File: config.mk
export PLATFORM = sky130hd
export DESIGN_NAME = sd_cmd_sender
export DESIGN_NICKNAME = d
export VERILOG_FILES = /design/src/rtl/sd_pkg.sv /design/src/rtl/sd_crc7.sv /design/src/rtl/sd_cmd_sender.sv
export SDC_FILE = /design/constraint.sdc
export NUM_CORES = 1
export LEC_CHECK = 0
export CORE_MARGIN = 1
export CORE_UTILIZATION = 53
export DETAILED_ROUTE_END_ITERATION = 12
export GPL_ROUTABILITY_DRIVEN = 1
export PLACE_DENSITY = 0.81
export SYNTH_ARGS = -nofsm -noshare
export SYNTH_HDL_FRONTEND = slang
export SYNTH_SLANG_ARGS = --single-unit
File: constraint.sdc
create_clock -name clk -period 2 [get_ports clk]
set_input_delay 0.4 -clock clk [delete_from_list [all_inputs] [get_ports clk]]
set_output_delay 0.4 -clock clk [all_outputs]
set_load 0.005 [all_outputs]
File: src/rtl/sd_pkg.sv
// Shared definitions for the SD CMD-line serialiser: frame geometry,
// FSM state encoding and the single-step CRC7 update.
package sd_pkg;

   localparam int SD_CMD_FRAME_BITS = 48;
   localparam int SD_CMD_HEAD_BITS  = 40;
   localparam int CRC_W             = 7;
   localparam logic [CRC_W-1:0] SD_CRC7_POLY = 7'h09;

   typedef enum logic [2:0] {
      ST_IDLE,
      ST_ARM,
      ST_SHIFT,
      ST_GAP,
      ST_FIN
   } sd_cmd_state_t;

   // One serial step of x^7 + x^3 + 1, data bit fed MSB first.
   function automatic logic [CRC_W-1:0] crc7_next(input logic [CRC_W-1:0] crc,
                                                  input logic din);
      logic fb;
      fb = din ^ crc[CRC_W-1];
      return {crc[CRC_W-2:0], 1'b0} ^ (fb ? SD_CRC7_POLY : {CRC_W{1'b0}});
   endfunction

endpackage

File: src/rtl/sd_crc7.sv
// Serial CRC7 LFSR; clr wins over en, value holds when neither is set.
module sd_crc7
   import sd_pkg::*;
(
   input  logic             clk,
   input  logic             rst_n,
   input  logic             clr,
   input  logic             en,
   input  logic             din,
   output logic [CRC_W-1:0] crc
);

   logic [CRC_W-1:0] crc_reg;

   always_ff @(posedge clk or negedge rst_n) begin
      if (!rst_n) begin
         crc_reg <= '0;
      end else if (clr) begin
         crc_reg <= '0;
      end else if (en) begin
         crc_reg <= crc7_next(crc_reg, din);
      end
   end

   assign crc = crc_reg;

endmodule

File: src/rtl/sd_cmd_sender.sv
// Serialises a 48-bit SD command frame (head + CRC7 + end bit) onto the
// CMD pad, paced by bit_en, followed by GAP_BITS idle-high bit periods.
module sd_cmd_sender
   import sd_pkg::*;
#(
   parameter int GAP_BITS = 8
)
(
   input  logic             clk,
   input  logic             rst_n,
   input  logic             bit_en,
   input  logic             req_valid,
   output logic             req_ready,
   input  logic [5:0]       req_index,
   input  logic [31:0]      req_arg,
   input  logic             abort,
   output logic             cmd_out,
   output logic             cmd_oe,
   output logic             busy,
   output logic             done,
   output logic [CRC_W-1:0] crc_last
);

   localparam int GAP_CW = $clog2(GAP_BITS + 1);
   localparam int CNT_W  = (GAP_CW > 6) ? GAP_CW : 6;
   localparam logic [CNT_W-1:0] LAST_HEAD = CNT_W'(SD_CMD_HEAD_BITS - 1);
   localparam logic [CNT_W-1:0] LAST_BIT  = CNT_W'(SD_CMD_FRAME_BITS - 1);
   localparam logic [CNT_W-1:0] CRC_MSB_N = CNT_W'(SD_CMD_FRAME_BITS - 2);
   localparam logic [CNT_W-1:0] GAP_LAST  = CNT_W'(GAP_BITS - 1);

   sd_cmd_state_t                state_reg, state_next;
   logic [SD_CMD_HEAD_BITS-1:0]  head_reg, head_next;
   logic [CNT_W-1:0]             cnt_reg, cnt_next;
   logic                         cmd_out_reg, cmd_out_next;
   logic                         cmd_oe_reg, cmd_oe_next;
   logic [CRC_W-1:0]             crc_last_reg, crc_last_next;
   logic                         crc_clr, crc_en;
   logic [CRC_W-1:0]             crc;
   logic [2:0]                   crc_idx;

   sd_crc7 u_crc7 (
      .clk   (clk),
      .rst_n (rst_n),
      .clr   (crc_clr),
      .en    (crc_en),
      .din   (head_reg[SD_CMD_HEAD_BITS-1]),
      .crc   (crc)
   );

   // Bits 40..46 carry the CRC MSB first: bit n selects crc[46-n].
   assign crc_idx = 3'(CRC_MSB_N - cnt_reg);

   always_comb begin
      state_next    = state_reg;
      head_next     = head_reg;
      cnt_next      = cnt_reg;
      cmd_out_next  = cmd_out_reg;
      cmd_oe_next   = cmd_oe_reg;
      crc_last_next = crc_last_reg;
      crc_clr       = 1'b0;
      crc_en        = 1'b0;
      if (abort) begin
         state_next   = ST_IDLE;
         cmd_oe_next  = 1'b0;
         cmd_out_next = 1'b1;
         cnt_next     = '0;
      end else begin
         case (state_reg)
            ST_IDLE: begin
               if (req_valid) begin
                  head_next  = {1'b0, 1'b1, req_index, req_arg};
                  crc_clr    = 1'b1;
                  state_next = ST_ARM;
               end
            end
            ST_ARM: begin
               if (bit_en) begin
                  cmd_oe_next  = 1'b1;
                  cmd_out_next = head_reg[SD_CMD_HEAD_BITS-1];
                  head_next    = {head_reg[SD_CMD_HEAD_BITS-2:0], 1'b0};
                  crc_en       = 1'b1;
                  cnt_next     = CNT_W'(1);
                  state_next   = ST_SHIFT;
               end
            end
            ST_SHIFT: begin
               if (bit_en) begin
                  cnt_next = cnt_reg + 1'b1;
                  if (cnt_reg <= LAST_HEAD) begin
                     cmd_out_next = head_reg[SD_CMD_HEAD_BITS-1];
                     head_next    = {head_reg[SD_CMD_HEAD_BITS-2:0], 1'b0};
                     crc_en       = 1'b1;
                  end else if (cnt_reg < LAST_BIT) begin
                     cmd_out_next = crc[crc_idx];
                  end else begin
                     cmd_out_next = 1'b1;
                     cnt_next     = '0;
                     state_next   = (GAP_BITS == 0) ? ST_FIN : ST_GAP;
                  end
               end
            end
            ST_GAP: begin
               if (bit_en) begin
                  if (cnt_reg == GAP_LAST) begin
                     cnt_next   = '0;
                     state_next = ST_FIN;
                  end else begin
                     cnt_next = cnt_reg + 1'b1;
                  end
               end
            end
            ST_FIN: begin
               cmd_oe_next   = 1'b0;
               crc_last_next = crc;
               state_next    = ST_IDLE;
            end
            default: begin
               state_next = ST_IDLE;
            end
         endcase
      end
   end

   always_ff @(posedge clk or negedge rst_n) begin
      if (!rst_n) begin
         state_reg    <= ST_IDLE;
         head_reg     <= '0;
         cnt_reg      <= '0;
         cmd_out_reg  <= 1'b1;
         cmd_oe_reg   <= 1'b0;
         crc_last_reg <= '0;
      end else begin
         state_reg    <= state_next;
         head_reg     <= head_next;
         cnt_reg      <= cnt_next;
         cmd_out_reg  <= cmd_out_next;
         cmd_oe_reg   <= cmd_oe_next;
         crc_last_reg <= crc_last_next;
      end
   end

   assign req_ready = (state_reg == ST_IDLE) && !abort;
   assign busy      = (state_reg != ST_IDLE);
   assign done      = (state_reg == ST_FIN) && !abort;
   assign cmd_out   = cmd_out_reg;
   assign cmd_oe    = cmd_oe_reg;
   assign crc_last  = crc_last_reg;

endmodule

==> impl_results.md <==
- Fillers: about 420
- DR iter-0 viols: about 120
- WS Path Type: flip-flop to flip-flop
- Max reg flops: 40
- Final HPWL DP: ~5000 µm
- First-pass GRT wire length: approximately 13,000 µm
- Critical path launch point type: flip-flop
- Avg WL per Cell: between 15 and 20 µm
- Share of cells above drive strength 1: slightly above 40%
- Input/output buffers: 54
- Total grt overflow: 0
- Reg2reg start: state_reg[1]
- Final setup margin: -79.63 ps
- XOR/XNOR share of the synthesized area: less than 1%
- Number of global-route vias before repair: 2,611
- Distinct cells, synth: 43
- Worst reg-to-reg setup slack: -80 ps
- CP max FO: 10
- Htree depth: 3
- DRT Pass-1 Iters: 4
- Final instance area: 4702 µm²
- Die Height: 83.64 µm
- Cells after Synth: around 280
- Initial Util: roughly 55%
- Max VDD drop: a little over 0.7 mV
- Core Area: 6386 µm²
- Routability-driven placement congestion ratio: roughly 0.91
- Final hold violations: 0
- Status: finished with violations
- Root buf cell: clkbuf_8
- Final core occ: between 70% and 80%
- Worst flop-to-flop path endpoint: head_reg[13]
- Largest family of logic cells by synthesized area: multiplexers
- Setup crit start: state_reg[1]
- Slowest CP cell: dfrtp_2
- Fin Setup TNS: -1654 ps
- Layout area overhead: 33.12%
- Synth Area in Simple Gates: 9.352%
- Syn nets: approximately 320
- Seq/Total Area, Yosys: a little under half
- Pre-CTS WS: -265.7 ps
- Post-Syn Area: approximately 3500 µm²
- Worst-path clk slew: about 80 ps
- Proportion of synthesized area in mux cells: a little under a third
- Detailed Route WL: roughly 8000 µm
- # DRC: 0
- Final worst-path cycle share: 104.0%
- GRT Overall Usage: 23.10%
- Mean Syn Cell Area: about 13 µm²
- Pwr dens: about 930 nW/µm²
- Largest net degree at the start of global routing: 45
- Clk_lat worst skew: roughly 350 ps
- Cts hold-fix bufs: 0
- Worst setup EP type: flip-flop
- Row cnt: 29
- Chip width: ~84 µm
- Vias/cell: roughly 5.7
- Nets: 408
- Inserted Diodes: 0
- Initial antenna violation count: 0
- Failing checks: setup timing
- Area after DPL: about 4300 µm²
- Max_slew headroom: between 60% and 70%
- Min Tclk post-route: slightly above 2000 ps
- Lkg Pwr: around 2.1 nW
- Die area: 6995 µm²
- Ports: 55
- Cell Chain, Critical Path: buf_4 > buf_4 > or3_1 > o211a_2 > a21boi_4 > buf_12 > clkbuf_16 > mux2_2
- Final Max Tran Viols: 0
- Clock Skew: 9.718 ps
- Final Power: between 4 and 5 mW
- Reg2reg path depth: 8
- RSZ-0062 raised after global routing: yes
- Post-route ant nets: 0
- Synth Register Bits: 65
- F_max: 480.9 MHz
- Clock buffer depth: 2
- CP most frequent cell: buf_4
- Final setup viols: 38
- Slew @ Worst Pin: between 500 and 600 ps
- Yosys warns: 0
- Sink Count: between 60 and 70
- DR vias: 2,554
- CTS tree: yes
- Worst hold path type: primary input to asynchronous set/reset pin
- CP peak stage delay: about 430 ps
- Complex-gate fraction of the synthesized area: under 10%
- Num CTS Buffers: 9
- Req. time, crit path: roughly 2200 ps
- Max-cap violations: 0
- Arr. time, crit path: ~2300 ps
- Synthesized-area fraction occupied by adder cells: less than 1%
==> cell families after synthesis <==
group	Yosys count
XOR/XNOR	4
buffers and inverters	22
AND/OR/NAND/NOR	60
AO/OA/AOI/OAI	40
adder cells (fa/ha/maj)	1
multiplexers	86
flip-flops	65
==> cell usage in the layout (no fill, tap or decap), drive strengths merged, types with 3 or more instances in the layout <==
cell type / synthesis / final
mux2: 82 / 82
dfrtp: 64 / 64
clkdlybuf4s50: 0 / 49
buf: 11 / 38
nor2: 12 / 12
clkbuf: 6 / 12
nand2: 10 / 10
a21oi: 9 / 9
o21ai: 9 / 9
nor3: 6 / 6
nand3: 6 / 6
nand4: 6 / 6
inv: 5 / 5
a22o: 5 / 5
or2: 4 / 4
nand2b: 4 / 4
a31oi: 4 / 4
xnor2: 3 / 3
a211oi: 3 / 3
mux2i: 3 / 3
bufinv: 0 / 3
dlygate4sd2: 0 / 3
nor4: 3 / 3
==> cell type report <==
class / instances / area (µm²) / area share (%)
Inverter: 5 / 18.77 / 0.3991
Multi-Input combinational cell: 191 / 1785 / 37.97
Clock inverter: 6 / 115.1 / 2.448
Sequential cell: 65 / 1632 / 34.70
Tap cell: 77 / 96.34 / 2.049
Clock buffer: 10 / 137.6 / 2.927
Timing Repair Buffer: 92 / 917.1 / 19.51
==> synthesized netlist by cell type <==
cell / number / area share [%]
o21a_1: 2 / 0.42
a32o_1: 2 / 0.57
or3_1: 2 / 0.35
mux2_2: 45 / 14
a21boi_0: 1 / 0.21
nand2b_1: 4 / 0.71
a31oi_1: 4 / 0.71
ha_1: 1 / 0.35
nand3_1: 6 / 0.85
nor3_1: 6 / 0.85
a21boi_2: 1 / 0.32
or2_1: 1 / 0.18
nor2b_1: 2 / 0.35
mux4_2: 1 / 0.64
nor4_4: 1 / 0.60
or2_2: 3 / 0.53
xnor2_1: 3 / 0.74
xor2_1: 1 / 0.25
nor2_1: 12 / 1.3
o21ai_0: 8 / 1.1
nand4_1: 6 / 1.1
nand4b_1: 2 / 0.50
nor4_1: 2 / 0.35
mux2_4: 37 / 16
a211oi_1: 3 / 0.64
o211a_2: 1 / 0.28
a21oi_1: 9 / 1.3
o21ai_1: 1 / 0.14
nand2_1: 10 / 1.1
a31o_2: 1 / 0.25
buf_6: 7 / 2.2
dfrtp_1: 64 / 45
buf_2: 4 / 0.57
mux2i_1: 3 / 0.85
nand4bb_1: 1 / 0.32
and2_1: 1 / 0.18
a2111oi_0: 1 / 0.25
clkbuf_1: 6 / 0.64
dfstp_2: 1 / 0.74
inv_1: 5 / 0.53
and3_1: 1 / 0.18
a22o_1: 5 / 1.2
a221oi_1: 1 / 0.25
==> how the worst max path moves through the flow <==
stage	slack (ps)	end	cells after the start
2_1_floorplan	150	head_reg[12]	7
3_3_place_gp	-270	head_reg[3]	6
3_5_place_dp	-270	head_reg[18]	6
4_1_cts	10	head_reg[5]	6
5_1_grt	-100	head_reg[13]	8
6_report	-80	head_reg[13]	8
==> report_power, final <==
part	internal (mW)	total [mW]	switching (mW)	leakage, nW
combinational	0.742	1.13	0.388	1.17
sequential	1.64	1.81	0.179	0.809
clock	0.866	1.42	0.557	0.123
==> metal layers <==
metal	vias to the layer above	GRT usage [%]	wire length [µm]	part of all wire, %
li1	1192	-	-	-
met2	83	37.92	4021	50
met4	0	9.553	164	2.0
met1	1264	30.13	3478	43
met5	-	0	0	0
met3	15	4.352	343	4.3
==> metrics by stage <==
stage                     instances  hold slack (ps)
final                           446            27.38
after global routing            446            55.05
after CTS                       439            29.10
after detailed placement        418            412.9
after global placement          418            401.1
after floorplan                 278            104.4
==> what timing repair did <==
action	CTS	global route
endpoints found under the setup margin	3	38
pin swaps	1	0
resized for setup	13	0
buffers inserted	5	3
gates cloned	0	4
==> worst max-delay path: cells and delay by family (launching register included) <==
family,cells,cell delay [ps]
buffers and inverters,4,590
flip-flops,1,430
AND/OR/NAND/NOR,1,370
AO/OA/AOI/OAI,2,290
multiplexers,1,280
No activity file was read; power rests on OpenSTA's default activity.
